<file path="config.mk">
export PLATFORM = sky130hd
export DESIGN_NAME = demux_1x8_scheduler_flat
export DESIGN_NICKNAME = d
export VERILOG_FILES = /design/src/rtl/demux_1x8_scheduler_if.sv /design/src/rtl/demux_1x8_scheduler.sv /design/src/flat_wrapper.sv
export SDC_FILE = /design/constraint.sdc
export NUM_CORES = 1
export LEC_CHECK = 0
export CORE_MARGIN = 2
export CORE_UTILIZATION = 50
export CTS_BUF_LIST = sky130_fd_sc_hd__clkbuf_8
export DETAILED_ROUTE_END_ITERATION = 10
export GPL_TIMING_DRIVEN = 1
export PLACE_DENSITY = 0.86
export SLEW_MARGIN = 40
export SYNTH_ARGS = -nofsm -noshare
export SYNTH_HDL_FRONTEND = slang
export SYNTH_SLANG_ARGS = --single-unit
</file>
<file path="constraint.sdc">
create_clock -name clk -period 5.58 [get_ports clk]
set_input_delay 1.674 -clock clk [delete_from_list [all_inputs] [get_ports clk]]
set_output_delay 1.674 -clock clk [all_outputs]
set_load 0.1 [all_outputs]
</file>
<file path="src/rtl/demux_1x8_scheduler_if.sv">
// ----------------------------------------------------------------------------
// demux_1x8_scheduler_if
//
// Bundle of the source stream, the per-destination flow-control lines and the
// demux-tree control outputs of the 1-to-8 burst scheduler.
//
// Handshake rule for every stream here: a word moves on a rising clk edge
// exactly when valid and ready are both high in the cycle before that edge.
// A valid source holds its word stable until it is taken.
//
// Signals:
//   in_valid / in_data / in_ready : source stream into the scheduler
//   dest_en                       : per-destination enable mask (bit k = dest k)
//   dest_ready                    : per-destination ready
//   sel                           : demux select, ins1=sel[2] ins2=sel[1] ins3=sel[0]
//   out_valid                     : one-hot strobe towards destination sel
//   out_data                      : word presented to the demux input
//   burst_done                    : one-cycle pulse after a completed burst
//   beat_cnt                      : words sent in the current burst
//
// Modports:
//   master : the scheduler itself
//   slave  : the source / destination side facing the scheduler
// ----------------------------------------------------------------------------
interface demux_1x8_scheduler_if #(
  parameter int WIDTH = 8,
  parameter int BURST = 4
);
  localparam int CW = $clog2(BURST + 1);

  logic             in_valid;
  logic [WIDTH-1:0] in_data;
  logic             in_ready;
  logic [7:0]       dest_en;
  logic [7:0]       dest_ready;
  logic [2:0]       sel;
  logic [7:0]       out_valid;
  logic [WIDTH-1:0] out_data;
  logic             burst_done;
  logic [CW-1:0]    beat_cnt;

  modport master (
    input  in_valid,
    input  in_data,
    output in_ready,
    input  dest_en,
    input  dest_ready,
    output sel,
    output out_valid,
    output out_data,
    output burst_done,
    output beat_cnt
  );

  modport slave (
    output in_valid,
    output in_data,
    input  in_ready,
    output dest_en,
    output dest_ready,
    input  sel,
    input  out_valid,
    input  out_data,
    input  burst_done,
    input  beat_cnt
  );
endinterface

</file>
<file path="src/rtl/demux_1x8_scheduler.sv">
// ----------------------------------------------------------------------------
// demux_1x8_scheduler
//
// Round-robin burst scheduler sharing one input word stream among eight
// destinations by driving the select lines of a combinational 1-to-8 demux
// tree. Each enabled destination gets a burst of up to BURST words, then
// ownership rotates to the next enabled destination.
//
// Ports:
//   clk       : rising-edge clock
//   rst_n     : synchronous active-low reset
//   bus       : demux_1x8_scheduler_if.master (stream, flow control, demux ctl)
//   dbg_state : current FSM state (0 = IDLE, 1 = SEND)
//
// The WIDTH/BURST parameters must match those of the connected interface.
// ----------------------------------------------------------------------------
module demux_1x8_scheduler #(
  parameter int WIDTH = 8,
  parameter int BURST = 4
) (
  input  logic                          clk,
  input  logic                          rst_n,
  demux_1x8_scheduler_if.master         bus,
  output logic                          dbg_state
);

  localparam int            CW   = $clog2(BURST + 1);
  localparam logic [CW-1:0] LAST = CW'(BURST - 1);

  typedef enum logic {
    S_IDLE = 1'b0,
    S_SEND = 1'b1
  } state_t;

  state_t        state;
  logic [2:0]    sel_q;
  logic [CW-1:0] beat_q;
  logic          done_q;

  logic          cur_en;
  logic          ready_now;
  logic          xfer;

  // First index set in mask, searching upward from start and wrapping 7->0.
  // With skip_start set the search begins strictly after start, and start
  // itself is only chosen as the last resort (sole enabled destination).
  // The loop runs from the farthest offset down so the nearest hit wins.
  function automatic logic [2:0] pick_next(input logic [2:0] start,
                                           input logic [7:0] mask,
                                           input logic       skip_start);
    logic [2:0] idx;
    logic [2:0] res;
    res = start;
    for (int i = 8; i >= 0; i--) begin
      idx = start + 3'(i);
      if ((i != 0 || !skip_start) && mask[idx]) begin
        res = idx;
      end
    end
    return res;
  endfunction

  // Flow control: a word is only offered to the owner while it stays enabled
  // and ready, so clearing its enable bit drops in_ready in the same cycle.
  assign cur_en    = bus.dest_en[sel_q];
  assign ready_now = (state == S_SEND) && cur_en && bus.dest_ready[sel_q];
  assign xfer      = bus.in_valid && ready_now;

  assign bus.in_ready   = ready_now;
  assign bus.out_valid  = xfer ? (8'b0000_0001 << sel_q) : 8'b0;
  assign bus.out_data   = bus.in_data;
  assign bus.sel        = sel_q;
  assign bus.beat_cnt   = beat_q;
  assign bus.burst_done = done_q;
  assign dbg_state      = state;

  // Event priority at each edge: reset > abort > burst completion > count.
  always_ff @(posedge clk) begin
    if (!rst_n) begin
      state  <= S_IDLE;
      sel_q  <= 3'd0;
      beat_q <= '0;
      done_q <= 1'b0;
    end else begin
      done_q <= 1'b0;
      case (state)
        S_IDLE: begin
          if (|bus.dest_en) begin
            sel_q  <= pick_next(sel_q, bus.dest_en, 1'b0);
            beat_q <= '0;
            state  <= S_SEND;
          end
        end
        S_SEND: begin
          if (!cur_en) begin
            // Owner lost its enable: discard the partial burst silently.
            beat_q <= '0;
            if (|bus.dest_en) begin
              sel_q <= pick_next(sel_q, bus.dest_en, 1'b1);
            end else begin
              state <= S_IDLE;
            end
          end else if (xfer && beat_q == LAST) begin
            // dest_en is known nonzero here (the owner bit is set), so the
            // rotation always finds a destination and stays in SEND.
            done_q <= 1'b1;
            beat_q <= '0;
            sel_q  <= pick_next(sel_q, bus.dest_en, 1'b1);
          end else if (xfer) begin
            beat_q <= beat_q + CW'(1);
          end
        end
        default: begin
          state <= S_IDLE;
        end
      endcase
    end
  end

endmodule

</file>
<file path="src/flat_wrapper.sv">
// flat-port wrapper written by rule: the top's interface ports become plain ports
module demux_1x8_scheduler_flat 
#(
  parameter int WIDTH = 8,
  parameter int BURST = 4
)
  (clk, rst_n, dbg_state, bus_in_valid, bus_in_data, bus_in_ready, bus_dest_en, bus_dest_ready, bus_sel, bus_out_valid, bus_out_data, bus_burst_done, bus_beat_cnt);
  demux_1x8_scheduler_if #(.WIDTH(WIDTH), .BURST(BURST)) bus_i ();
  input  logic clk;
  input  logic rst_n;
  output logic dbg_state;
  input wire logic [$bits(bus_i.in_valid)-1:0] bus_in_valid;
  input wire logic [$bits(bus_i.in_data)-1:0] bus_in_data;
  output wire logic [$bits(bus_i.in_ready)-1:0] bus_in_ready;
  input wire logic [$bits(bus_i.dest_en)-1:0] bus_dest_en;
  input wire logic [$bits(bus_i.dest_ready)-1:0] bus_dest_ready;
  output wire logic [$bits(bus_i.sel)-1:0] bus_sel;
  output wire logic [$bits(bus_i.out_valid)-1:0] bus_out_valid;
  output wire logic [$bits(bus_i.out_data)-1:0] bus_out_data;
  output wire logic [$bits(bus_i.burst_done)-1:0] bus_burst_done;
  output wire logic [$bits(bus_i.beat_cnt)-1:0] bus_beat_cnt;
  assign bus_i.in_valid = bus_in_valid;
  assign bus_i.in_data = bus_in_data;
  assign bus_in_ready = bus_i.in_ready;
  assign bus_i.dest_en = bus_dest_en;
  assign bus_i.dest_ready = bus_dest_ready;
  assign bus_sel = bus_i.sel;
  assign bus_out_valid = bus_i.out_valid;
  assign bus_out_data = bus_i.out_data;
  assign bus_burst_done = bus_i.burst_done;
  assign bus_beat_cnt = bus_i.beat_cnt;
  demux_1x8_scheduler #(.WIDTH(WIDTH), .BURST(BURST)) u_core (.clk(clk), .rst_n(rst_n), .bus(bus_i), .dbg_state(dbg_state));
endmodule
</file>
==> metrics.md <==
| Metric | Value |
|---|---|
| TritonCTS Sinks | 8 |
| Post-Synth Adder-Cell Area | 0.0722 |
| Crit path launch type | input port |
| CTS Buf Count | 3 |
| Syn Std Cell Area | 1390 µm² |
| WL/cell | 16.6 µm |
| Clk pwr share | 0.074 |
| Max Fclk | 0.185 GHz |
| Worst hold path type | register to register |
| DRT Pass-1 Iters | 4 |
| Multiplexer share of the synthesized area | 0.357 |
| Clock transition at path regs | 0.04 ns |
| Mean Syn Cell Area | 9.83 µm² |
| Multi-input gate area | 1110 µm² |
| Worst-Skew Late Latency | 0.22 ns |
| Max_cap viols | 0 |
| Pin count of the biggest net entering global routing | 17 |
| Ratio of cells with drive above 1 in the final layout | 0.345 |
| Synth Area in Compound Gates | 0.129 |
| XOR/XNOR Fraction of Synth Area | 0.0253 |
| Clock root buffer | clkbuf_8 |
| CP arrival | 3.73 ns |
| Hold Crit Depth | 1 |
| Tmin final | 5.41 ns |
| Initial antenna violation count | 0 |
| Worst Path Required | 3.91 ns |
| Commonest cells after routing, fill and taps aside | 18 x clkdlybuf4s50_1, 14 x mux4_2, 9 x buf_12 |
| Internal | 0.433 mW |
| Reg2Reg Depth | 9 |
| Total power | 0.893 mW |
| Initial DRC Count | 22 |
| Yosys Warn Count | 0 |
| First-pass GRT wire length | 5720 µm |
| Reg power frac | 0.126 |
| Critical Path End Type | output port |
| Crit-path max FO | 7 |
| Sequential fraction of the synthesis area | 0.116 |
| Net Count, Synth | 176 |
| Post-synthesis register bit count | 8 |
| GP Congestion | 0.916 |
| Crit-path cells | clkdlybuf4s50_1 -> mux4_2 -> mux2i_4 -> nor3b_4 -> and2_4 -> and3_2 -> buf_12 |
| DIE WIDTH | 56.7 µm |
| Commonest non-fill, non-tap cell in the layout | clkdlybuf4s50_1 |
| Reported net switching power | 0.461 mW |
| RSZ-0062 raised after global routing | false |
| Detail Route Antenna Nets | 0 |
| Hpwl dp | 2690 µm |
| Vias in the first global route | 1289 |
| Maximum VDD drop | 0.360 mV |
| Die Height | 56.7 µm |
| Post-CTS resize count | 0 |
| Kind of cell adding the most delay to the critical path | multiplexers |
| EDFF count, synth | 0 |
| Async set-or-reset flop fraction in the synthesized netlist | 0 |
| Main combinational cell family by area after synthesis | multiplexers |
| Die ar. | 3210 µm² |
| Period utilization | 0.969 |
| Fillers | 205 |
| Status | complete, no violations |
| Buf+Inv Stages, Crit Path | 2 |
| Logic gate share of total power | 0.799 |
| Register Area | 160 µm² |
| Synth Flop Type | dfxtp_1 |
| Starting Density | 0.516 |
| Via count | 1242 |
| Grt ovf | 0 |
| Synth Instances | 141 |
| Total core area | 2690 µm² |
| Setup violators final | 0 |
| Synth top area share | 0.227 |
| Slew margin rel. | 0.517 |
| Hold buffers post-CTS | 0 |
| Area contributors post-synth | mux4_2 23%, dfxtp_1 12%, ha_1 7.2% |
| Count of input and output buffers | 35 |
| Number of diodes | 0 |
| Setup Buffers After CTS | 0 |
| Netlist cell types | 44 |
| Actual slew at the worst max-slew pin | 0.723 ns |
| CP max stage delay | 0.59 ns |
| Post-synthesis simple-gate area fraction | 0.205 |
| Final Skew | 0.00220 ns |
| Critical path depth in cells | 7 |
| Final net count | 208 |
| Detailed Route WL | 3350 µm |
| Worst setup path category | input port to output port |
| Fin. Hold Viols | 0 |
| Aggregate global-route resource usage | 0.229 |
| Slew Viols, Final | 0 |
| CTS H-Tree Depth | 1 |
| DRC | 0 |
| Pwr/cell area | 489 nW/µm² |
| Layout area overhead | 31.8% |
| Sw frac | 0.516 |
| CTS tree | yes |
| I/O pins | 52 |
| Slowest stage cell, crit path | mux4_2 |
| Row count | 19 |
| Pleak | 0.774 nW |
| CTS max path bufs | 2 |
| Yosys top cell by area | mux4_2 |
| Vias per Instance | 6.15 |
| Setup TNS | 0 ns |
## cells in the mapped netlist (2+ instances only)
cell type	count
nand3_1	2
dfxtp_1	8
and2_1	4
mux4_2	14
o21ai_1	4
nor2_1	4
mux2i_4	3
a21oi_1	6
a31oi_1	3
buf_2	4
a311o_1	3
nor2b_1	3
inv_1	6
nand2b_1	3
a21o_1	2
ha_1	8
o21ai_0	3
mux2i_1	5
buf_6	2
and3_1	11
buf_4	8
mux2_2	3
nand2_1	8
xnor2_1	3
nor4_1	2
## logic make-up after synthesis
family | Yosys count
and+or+nand+nor | 45
AOI/OAI and AO/OA | 27
muxes | 27
buffers and inverters | 22
adders and majority gates | 8
DFF | 8
xor gates and xnor gates | 4
## layout make-up
cell class              instances  share of cell area
clock buffers                   3              0.0226
inverters                       7              0.0144
multi-input cells             111               0.606
flip-flops and latches          8              0.0877
well taps                      31              0.0212
repair buffers                 42               0.248
## final timing paths
kind,startpoint,end,slack (ns)
worst max-delay path,bus_dest_en[6],bus_out_valid[2],0.17
worst min-delay path,u_core.bus.beat_cnt[2]$_SDFFE_PN0P_,u_core.bus.beat_cnt[2]$_SDFFE_PN0P_,0.49
worst max register to register,u_core.bus.sel[2]$_SDFFE_PN0P_,u_core.bus.sel[1]$_SDFFE_PN0P_,2.09
worst min register to register,u_core.bus.beat_cnt[2]$_SDFFE_PN0P_,u_core.bus.beat_cnt[2]$_SDFFE_PN0P_,0.49
## routing by layer
layer | GRT usage | up-vias | wire (µm)
met5 | 0 | - | 0
met4 | 0.0850 | 0 | 64
met3 | 0.0392 | 10 | 157
met2 | 0.439 | 43 | 1800
met1 | 0.245 | 595 | 1330
li1 | - | 594 | -
## power by group through the flow
stage / logic, mW / registers [mW] / clock network (mW)
global placement: 0.698 / 0.114 / 0
global route: 0.778 / 0.119 / 0.0724
detailed placement: 0.710 / 0.115 / 0
CTS: 0.713 / 0.114 / 0.0697
finish: 0.714 / 0.113 / 0.0665
floorplan: 0.571 / 0.155 / 0
## registers in the layout, indices dropped and copies added, names as in the netlist
register	flops
u_core.dbg_state	1
u_core.bus.burst_done	1
u_core.bus.sel	3
u_core.bus.beat_cnt	3
## metrics by stage
| step | setup slack, ns | instances | util | cell area, µm² | hold WS, ns |
|---|---|---|---|---|---|
| after global placement | 0.287 | 199 | 0.680 | 1830 | 0.472 |
| after CTS | 0.181 | 202 | 0.680 | 1830 | 0.489 |
| after floorplan | 0.0354 | 141 | - | 1400 | 0.925 |
| after global routing | 0.0974 | 202 | 0.680 | 1830 | 0.508 |
| final | 0.171 | 202 | 0.680 | 1830 | 0.489 |
| after detailed placement | 0.183 | 199 | 0.665 | 1790 | 0.484 |
No activity file was read; power rests on OpenSTA's default activity.
